--- config.mk ---
export PLATFORM = sky130hd
export DESIGN_NAME = program_loader
export DESIGN_NICKNAME = d
export VERILOG_FILES = /design/src/rtl/program_loader.sv
export SDC_FILE = /design/constraint.sdc
export NUM_CORES = 1
export LEC_CHECK = 0
export BUFFER_PORTS_ARGS = -buffer_cell sky130_fd_sc_hd__buf_2
export CAP_MARGIN = 20
export CELL_PAD_IN_SITES_DETAIL_PLACEMENT = 0
export CELL_PAD_IN_SITES_GLOBAL_PLACEMENT = 1
export CORE_ASPECT_RATIO = 1.4
export CORE_MARGIN = 2
export CORE_UTILIZATION = 47
export CTS_CLUSTER_SIZE = 30
export DETAILED_ROUTE_END_ITERATION = 8
export GPL_TIMING_DRIVEN = 1
export PLACE_DENSITY = 0.91
export SLEW_MARGIN = 20
export SYNTH_ARGS = -nofsm -noshare
export SYNTH_HDL_FRONTEND = slang
export SYNTH_SLANG_ARGS = --single-unit
--- constraint.sdc ---
create_clock -name clk -period 5.12 [get_ports clk]
set_clock_uncertainty 0.1 [all_clocks]
set_input_delay 0.512 -clock clk [delete_from_list [all_inputs] [get_ports clk]]
set_output_delay 0.512 -clock clk [all_outputs]
set_load 0.02 [all_outputs]
--- src/rtl/program_loader.sv ---
// program_loader
//   Writer side of the 16-bit instruction store. Receives a framed byte stream over
//   valid/ready, assembles big-endian 16-bit words and writes them to the instruction RAM,
//   holding the CPU while a load is in progress or after a failed one.
//   Frame: SYNC_BYTE, N, 2N data bytes (hi first), checksum = 8-bit sum of the data bytes.
// Ports
//   clk        system clock
//   rst_n      synchronous active-low reset
//   rx_data    incoming byte
//   rx_valid   rx_data valid this cycle
//   rx_ready   byte accepted when rx_valid & rx_ready (0 only during reset)
//   mem_we     RAM write enable, one-cycle pulse per assembled word
//   mem_addr   RAM word address
//   mem_wdata  RAM write word {hi,lo}
//   cpu_hold   1 while a load is active or after a failed load
//   load_done  one-cycle pulse on a successful load
//   load_err   sticky error, cleared when the next SYNC_BYTE is accepted
module program_loader #(
   parameter int unsigned ADDR_W      = 4,
   parameter logic [7:0]  SYNC_BYTE   = 8'hA5,
   parameter int unsigned TIMEOUT_CYC = 50000
) (
   input  logic              clk,
   input  logic              rst_n,
   input  logic [7:0]        rx_data,
   input  logic              rx_valid,
   output logic              rx_ready,
   output logic              mem_we,
   output logic [ADDR_W-1:0] mem_addr,
   output logic [15:0]       mem_wdata,
   output logic              cpu_hold,
   output logic              load_done,
   output logic              load_err
);

   localparam int unsigned NW     = ADDR_W + 1;
   localparam int unsigned MAX_N  = 2 ** ADDR_W;
   localparam int unsigned TO_W   = $clog2(TIMEOUT_CYC);
   localparam logic [TO_W-1:0] TO_MAX = TO_W'(TIMEOUT_CYC - 1);

   typedef enum logic [2:0] {
      StIdle,
      StCount,
      StDataHi,
      StDataLo,
      StCheck,
      StDone,
      StError
   } state_t;

   state_t            state;
   logic [ADDR_W-1:0] idx;
   logic [NW-1:0]     n_words;   // one extra bit so N = 2**ADDR_W fits
   logic [7:0]        sum;
   logic [7:0]        hi_byte;
   logic [TO_W-1:0]   to_cnt;

   logic accept;
   logic in_frame;
   logic timed_out;

   assign accept    = rx_valid & rx_ready;
   assign in_frame  = (state == StCount) || (state == StDataHi) ||
                      (state == StDataLo) || (state == StCheck);
   assign timed_out = (to_cnt == TO_MAX);

   always_ff @(posedge clk) begin
      if (!rst_n) begin
         state     <= StIdle;
         idx       <= '0;
         n_words   <= '0;
         sum       <= '0;
         hi_byte   <= '0;
         to_cnt    <= '0;
         rx_ready  <= 1'b0;
         mem_we    <= 1'b0;
         mem_addr  <= '0;
         mem_wdata <= '0;
         cpu_hold  <= 1'b0;
         load_done <= 1'b0;
         load_err  <= 1'b0;
      end else begin
         rx_ready  <= 1'b1;
         mem_we    <= 1'b0;
         load_done <= 1'b0;

         // Inter-byte idle counter, only meaningful inside a frame
         if (in_frame && !accept) begin
            to_cnt <= to_cnt + TO_W'(1);
         end else begin
            to_cnt <= '0;
         end

         case (state)
            StIdle: begin
               if (accept && (rx_data == SYNC_BYTE)) begin
                  state    <= StCount;
                  cpu_hold <= 1'b1;
                  load_err <= 1'b0;
               end
            end
            StCount: begin
               if (accept) begin
                  if ((rx_data == 8'd0) || (32'(rx_data) > MAX_N)) begin
                     state    <= StError;
                     load_err <= 1'b1;
                  end else begin
                     n_words <= NW'(rx_data);
                     idx     <= '0;
                     sum     <= '0;
                     state   <= StDataHi;
                  end
               end
            end
            StDataHi: begin
               if (accept) begin
                  hi_byte <= rx_data;
                  sum     <= sum + rx_data;
                  state   <= StDataLo;
               end
            end
            StDataLo: begin
               if (accept) begin
                  sum       <= sum + rx_data;
                  mem_we    <= 1'b1;
                  mem_addr  <= idx;
                  mem_wdata <= {hi_byte, rx_data};
                  if ({1'b0, idx} == (n_words - NW'(1))) begin
                     state <= StCheck;
                  end else begin
                     idx   <= idx + ADDR_W'(1);
                     state <= StDataHi;
                  end
               end
            end
            StCheck: begin
               if (accept) begin
                  if (rx_data == sum) begin
                     state     <= StDone;
                     load_done <= 1'b1;
                     cpu_hold  <= 1'b0;
                  end else begin
                     state    <= StError;
                     load_err <= 1'b1;
                  end
               end
            end
            StDone: begin
               state <= StIdle;
            end
            StError: begin
               // cpu_hold stays set: a partial image must not run
               state <= StIdle;
            end
            default: begin
               state <= StIdle;
            end
         endcase

         // Abort on a stalled sender; overrides the in-frame transitions above
         if (in_frame && !accept && timed_out) begin
            state    <= StError;
            load_err <= 1'b1;
         end
      end
   end

endmodule
==> insert_results.sql, run 1 <==
INSERT INTO impl_metrics (metric_group, metric, value, unit) VALUES
('status', 'status', 'completed', ''),
('pwr', 'p_leak', '1.40', 'nW'),
('logic_synthesis', 'ys_ff_latch', '69', ''),
('run', 'maxCapViolations', '0', ''),
('timing', 'finalCriticalPeriod', '2.44', 'ns'),
('finish', 'diodes', '0', ''),
('finish', 'design.final.nets', '450', ''),
('clocking', 'cts-buffers-inserted', '9', ''),
('pwr', 'p_int', '765', 'µW'),
('grt', 'grt_pass1_wl', '12400', 'µm'),
('pwr', 'p_per_area', '264', 'nW/µm²'),
('finish', 'fill_cells', '717', ''),
('clocking', 'cts_sinks', '69', ''),
('finish', 'finish.cell_count_without_fillers', '527', ''),
('die', 'initial_cell_density_of_the_core', '48.3', '%'),
('timing', 'worstMarginPinSlew', '0.923', 'ns'),
('clocking', 'cts_hold_buffers', '0', ''),
('logic_synthesis', 'synth_top_family_by_area', 'simple AND/OR/NAND/NOR gates', ''),
('logic_synthesis', 'synth_compound_gate_area_share', '15.5', '%'),
('hold_path', 'worst_hold_path.num_cells', '2', ''),
('timing', 'grt_setup_unrepaired', 'false', ''),
('route', 'detail_route.iter0.violations', '179', ''),
('placement', 'place_hpwl', '5220', 'µm'),
('logic_synthesis', 'synth-adder-area-share', '4.33', '%'),
('logic_synthesis', 'synth_warnings', '0', ''),
('placement', 'placed_cells_incl_taps', '512', ''),
('die', 'fp.dieW', '75.4', 'µm'),
('setup_path', 'critical_path_peak_fanout', '20', ''),
('die', 'die_y', '104', 'µm'),
('pwr', 'pwr-share-comb', '4.2', '%'),
('clocking', 'post_cts_resized', '0', ''),
('grt', 'globalRouteOverflowTotal', '0', ''),
('logic_synthesis', 'post_synth_and_or_nand_nor_area_fraction', '25.9', '%'),
('timing', 'upper_clock_frequency_limit', '410', 'MHz'),
('die', 'die_area', '7840', 'µm²'),
('logic_synthesis', 'per_instance_average_area_after_synthesis', '8.34', 'µm²'),
('grt', 'first_global_vias', '2643', ''),
('timing', 'report.final.slew_viol_count', '0', ''),
('logic_synthesis', 'yosysUniqueCellTypes', '50', ''),
('die', 'io_pins', '36', ''),
('route', 'drtAntennaViolNets', '0', ''),
('clocking', 'clock_insertion_delay_worst_skew', '0.35', 'ns'),
('route', 'routed_wl_per_cell', '14.0', 'µm'),
('route', 'drtPass1Iterations', '4', ''),
('clocking', 'cts_tree', 'done', ''),
('finish', 'most_frequent_cells_in_the_layout', 'sky130_fd_sc_hd__nand2_1 (74), sky130_fd_sc_hd__dfxtp_1 (69), sky130_fd_sc_hd__buf_2 (35)', ''),
('placement', 'gp_routability_congestion', '0.873', ''),
('logic_synthesis', 'yosys_most_used_dff', 'sky130_fd_sc_hd__dfxtp_1', ''),
('timing', 'hold_fails_final_rpt', '0', ''),
('hold_path', 'worst_min_delay_path_category', 'register to register', ''),
('logic_synthesis', 'post_synth_instance_area', '3350', 'µm²'),
('timing', 'setup_tns', '0', 'ns'),
('route', 'vias', '2798', ''),
('grt', 'gr-usage-all-layers', '20.6', '%'),
('pwr', 'switching_share', '22.6', '%'),
('logic_synthesis', 'synth_cells', '402', ''),
('logic_synthesis', 'synth_sequential_area_ratio', '41.2', '%'),
('timing', 'hold-worst-slack', '0.361', 'ns'),
('logic_synthesis', 'synth_xor_area_share', '7.05', '%'),
('route', 'viasPerCell', '5.31', ''),
('logic_synthesis', 'post_synth_mux_area_share', '2.09', '%'),
('clocking', 'clock_tree.buffer_depth', '2', ''),
('timing', 'final_critical_path_setup_slack', '2.68', 'ns'),
('grt', 'antenna_found_initial', '0', ''),
('pwr', 'power.net_switching', '223', 'µW'),
('die', 'floorplan.core_area', '6940', 'µm²'),
('finish', 'layout-drive-gt1-share', '13.4', '%'),
('clocking', 'cts-htree-levels', '3', ''),
('setup_path', 'crit_arrival', '2.61', 'ns'),
('placement', 'placement.setup.worst_slack', '2.67', 'ns'),
('timing', 'setup_viol', '0', '');
critical path, cell delays in order, from the launching register on:
cell and delay (ns):
sky130_fd_sc_hd__dfxtp_1 0.80, sky130_fd_sc_hd__nor2_1 0.21, sky130_fd_sc_hd__or2_2 0.33, sky130_fd_sc_hd__a21oi_1 0.23, sky130_fd_sc_hd__nand2_1 0.38, sky130_fd_sc_hd__o211ai_1 0.31
routing by layer:
layer	track usage [%]	wire length, µm	vias up
met5	0	0	-
met4	8.40	162	0
met3	5.91	239	15
met2	32.9	3670	42
met1	25.3	3330	1314
li1	-	-	1427
Yosys cell counts (all sizes together) (5+ instances only):
master,instances,share of area (%)
a21boi,28,6.3
a21oi,10,1.5
and2,7,1.3
and3,8,1.5
buf,6,1.0
clkbuf,15,1.7
dfxtp,69,41
ha,10,3.7
inv,11,1.2
mux2i,7,2.1
nand2,74,8.3
nand3,13,1.9
nand4,8,1.5
nor2,33,3.7
nor2b,11,2.1
nor3,10,1.8
o211ai,5,1.1
o21ai,15,2.4
xnor2,16,4.2
xor2,11,2.9
sequential cells by signal, summed over array words and instances (netlist names):
name,count
rx_ready,1
idx,4
load_err,1
n_words,5
load_done,1
to_cnt,16
sum,8
cpu_hold,1
mem_we,1
hi_byte,8
state,3
mem_wdata,16
mem_addr,4
final timing paths:
path	from	to	slack [ns]
worst max-delay path	state[1]	state[1]	2.68
worst max register to register	state[1]	state[1]	2.68
worst min register to register	mem_wdata[11]	mem_wdata[11]	0.36
worst min-delay path	mem_wdata[11]	mem_wdata[11]	0.36
through the flow:
| stage | area (µm²) | total power, mW | utilization, % |
|---|---|---|---|
| after detailed placement | 3560 | 0.592 | 51.4 |
| after CTS | 3740 | 0.999 | 53.9 |
| final | 3740 | 0.988 | 53.9 |
| after floorplan | 3350 | 0.577 | - |
| after global placement | 3560 | 0.592 | 51.4 |
| after global routing | 3740 | 1.03 | 53.9 |
cells by family after synthesis:
group | Yosys count
AOI/OAI and AO/OA | 76
xor gates and xnor gates | 27
adders and majority gates | 11
buffers and inverters | 32
DFF | 69
muxes | 7
and+or+nand+nor | 180
power groups by stage:
stage / Sequential (mW) / Clock, mW / Combinational, mW
CTS: 0.538 / 0.419 / 0.0415
detailed placement: 0.551 / 0 / 0.0414
floorplan: 0.552 / 0 / 0.0250
finish: 0.538 / 0.408 / 0.0417
global placement: 0.551 / 0 / 0.0413
global route: 0.538 / 0.442 / 0.0453
final cells by class:
class	count	area (µm²)	area share, %
timing repair buffer	36	183	4.88
multi-input combinational	301	1840	49.2
inverter	11	41.3	1.10
clock inverter	1	5.00	0.134
tap	95	119	3.18
clock buffer	14	173	4.62
sequential	69	1380	36.9
Power figures use the tool's default switching activity.
==> inputs of run 2 (changes only) <==
--- a/config.mk
+++ b/config.mk
@@ -11,11 +11,11 @@
 export CELL_PAD_IN_SITES_GLOBAL_PLACEMENT = 1
 export CORE_ASPECT_RATIO = 1.4
 export CORE_MARGIN = 2
-export CORE_UTILIZATION = 47
+export CORE_UTILIZATION = 44
 export CTS_CLUSTER_SIZE = 30
 export DETAILED_ROUTE_END_ITERATION = 8
 export GPL_TIMING_DRIVEN = 1
-export PLACE_DENSITY = 0.91
+export PLACE_DENSITY = 0.86
 export SLEW_MARGIN = 20
 export SYNTH_ARGS = -nofsm -noshare
 export SYNTH_HDL_FRONTEND = slang
==> constraint.sdc (replaced) <==
create_clock -name clk -period 2.36 [get_ports clk]
set_clock_uncertainty 0.1 [all_clocks]
set_input_delay 0.236 -clock clk [delete_from_list [all_inputs] [get_ports clk]]
set_output_delay 0.236 -clock clk [all_outputs]
set_load 0.02 [all_outputs]
==> insert_results.sql, run 2 (synthesis results as in run 1) <==
INSERT INTO impl_metrics (metric_group, metric, value, unit) VALUES
('status', 'status', 'completed', ''),
('placement', 'io_buffers', '35', ''),
('setup_path', 'critical_path.startpoint_type', 'register', ''),
('setup_path', 'worst_ep_required_time', '2.50', 'ns'),
('clocking', 'clockRootBuffer', 'sky130_fd_sc_hd__clkbuf_8', ''),
('clocking', 'post_cts.repair.setup_buffers', '0', ''),
('pwr', 'power', '2.09', 'mW'),
('clocking', 'cts-buffers-inserted', '9', ''),
('pwr', 'p_leak', '1.43', 'nW'),
('placement', 'placed_cells_incl_taps', '523', ''),
('die', 'fp.dieW', '77.8', 'µm'),
('clocking', 'cts_hold_buffers', '0', ''),
('pwr', 'max-vdd-ir-drop', '0.349', 'mV'),
('finish', 'finish.cell_count_without_fillers', '538', ''),
('timing', 'upper_clock_frequency_limit', '484', 'MHz'),
('clocking', 'clock_insertion_delay_worst_skew', '0.34', 'ns'),
('route', 'drtPass1Iterations', '4', ''),
('timing', 'setup_viol', '0', ''),
('clocking', 'cts_tree', 'done', ''),
('timing', 'hold_fails_final_rpt', '0', ''),
('run', 'maxCapViolations', '0', ''),
('setup_path', 'setup.worst_path.end_class', 'register', ''),
('timing', 'hold-worst-slack', '0.102', 'ns'),
('grt', 'gr-usage-all-layers', '19.6', '%'),
('timing', 'report.final.slew_viol_count', '0', ''),
('setup_path', 'critical_path_peak_fanout', '5', ''),
('grt', 'first_global_vias', '2694', ''),
('setup_path', 'crit_arrival', '2.20', 'ns'),
('finish', 'areaGrowthSynthToFinish', '13.1', '%'),
('hold_path', 'worst_min_delay_path_category', 'primary input to register', ''),
('placement', 'gp_routability_congestion', '0.869', ''),
('die', 'die_area', '8350', 'µm²'),
('route', 'vias', '2796', ''),
('clocking', 'clk_pin_slew', '0.07', 'ns'),
('setup_path', 'worst_path_max_delay_cell', 'sky130_fd_sc_hd__dfxtp_1', ''),
('die', 'floorplan.core_area', '7360', 'µm²'),
('finish', 'reg.largest.list', 'mem_wdata (16), to_cnt (16)', ''),
('die', 'initial_cell_density_of_the_core', '45.6', '%'),
('grt', 'grt_start_max_net_pins', '26', ''),
('finish', 'diodes', '0', ''),
('route', 'routed_wl_per_cell', '14.0', 'µm'),
('route', 'drc_errors', '0', ''),
('setup_path', 'setup.worst_path.class', 'register to register', ''),
('die', 'die_y', '107', 'µm'),
('setup_path', 'critical_path.cell_chain', 'inv_1 > ha_1 > xor2_1 > o2111ai_1 > a211oi_2 > nor3_2 > mux2i_1 > nor2b_1', ''),
('grt', 'globalRouteOverflowTotal', '0', ''),
('route', 'viasPerCell', '5.20', ''),
('setup_path', 'r2r_setup_slack', '0.30', 'ns'),
('setup_path', 'critical_path.max_stage_delay', '0.40', 'ns'),
('timing', 'finalCriticalPeriod', '2.06', 'ns'),
('route', 'total_routed_wirelength', '7520', 'µm'),
('timing', 'worstMarginPinSlew', '0.503', 'ns'),
('grt', 'grt_pass1_wl', '12800', 'µm'),
('timing', 'setup_tns', '0', 'ns'),
('clocking', 'clock_tree.buffer_depth', '2', ''),
('route', 'drtAntennaViolNets', '0', ''),
('route', 'detail_route.iter0.violations', '133', ''),
('die', 'row_count', '37', ''),
('finish', 'layout-drive-gt1-share', '15.0', '%'),
('finish', 'commonest_non_fill_non_tap_cell_in_the_layout', 'sky130_fd_sc_hd__nand2_1', ''),
('clocking', 'cts-htree-levels', '3', ''),
('die', 'io_pins', '36', ''),
('timing', 'final_critical_path_share_of_the_clock_period', '87.5', '%'),
('placement', 'place_hpwl', '5390', 'µm'),
('pwr', 'p_per_area', '551', 'nW/µm²'),
('grt', 'antenna_found_initial', '0', ''),
('clocking', 'post_cts_resized', '0', ''),
('timing', 'slew_headroom', '66.3', '%'),
('clocking', 'cts_sinks', '69', ''),
('finish', 'design.final.nets', '459', ''),
('timing', 'grt_setup_unrepaired', 'false', ''),
('finish', 'most_frequent_cells_in_the_layout', 'sky130_fd_sc_hd__nand2_1 (74), sky130_fd_sc_hd__dfxtp_1 (69), sky130_fd_sc_hd__buf_2 (35)', '');
[run 2: final timing paths]
kind / from / endpoint / cells after the start
max: n_words[0] / idx[0] / 8
min: rx_data[6] / mem_wdata[6] / 3
max reg2reg: n_words[0] / idx[0] / 8
min reg2reg: mem_addr[3] / mem_addr[3] / 2
[run 2: area by class of cell]
class	count	area, µm²
Fill cell	717	3570
Tap cell	97	121
Multi-Input combinational cell	301	1840
Sequential cell	69	1380
Clock buffer	13	149
Inverter	11	41.3
Timing Repair Buffer	45	250
Clock inverter	2	10.0
[run 2: per-layer routing]
metal	vias up	GRT usage (%)	wire length, µm
met5	-	0	0
met4	0	7.27	102
met3	9	5.54	295
met2	52	33.0	3740
met1	1297	23.7	3380
li1	1438	-	-
[run 2: critical path, delay by kind of cell, from the launching register on]
kind / cells / cell delay (ns)
muxes: 1 / 0.23
and+or+nand+nor: 2 / 0.44
adders and majority gates: 1 / 0.24
AOI/OAI and AO/OA: 2 / 0.34
DFF: 1 / 0.40
buffers and inverters: 1 / 0.06
xor gates and xnor gates: 1 / 0.16
[run 2: metrics by stage]
step | util (%) | worst slack (ns) | cell area (µm²)
final | 51.5 | 0.295 | 3790
after CTS | 51.5 | 0.307 | 3790
after detailed placement | 49.4 | 0.321 | 3630
after global placement | 49.4 | 0.389 | 3630
after floorplan | - | 0.399 | 3350
after global routing | 51.5 | 0.150 | 3790
[run 2: report_power, final]
part | internal, mW | switching (mW)
clock | 0.402 | 0.424
sequential | 1.17 | 0.00158
combinational | 0.0345 | 0.0592
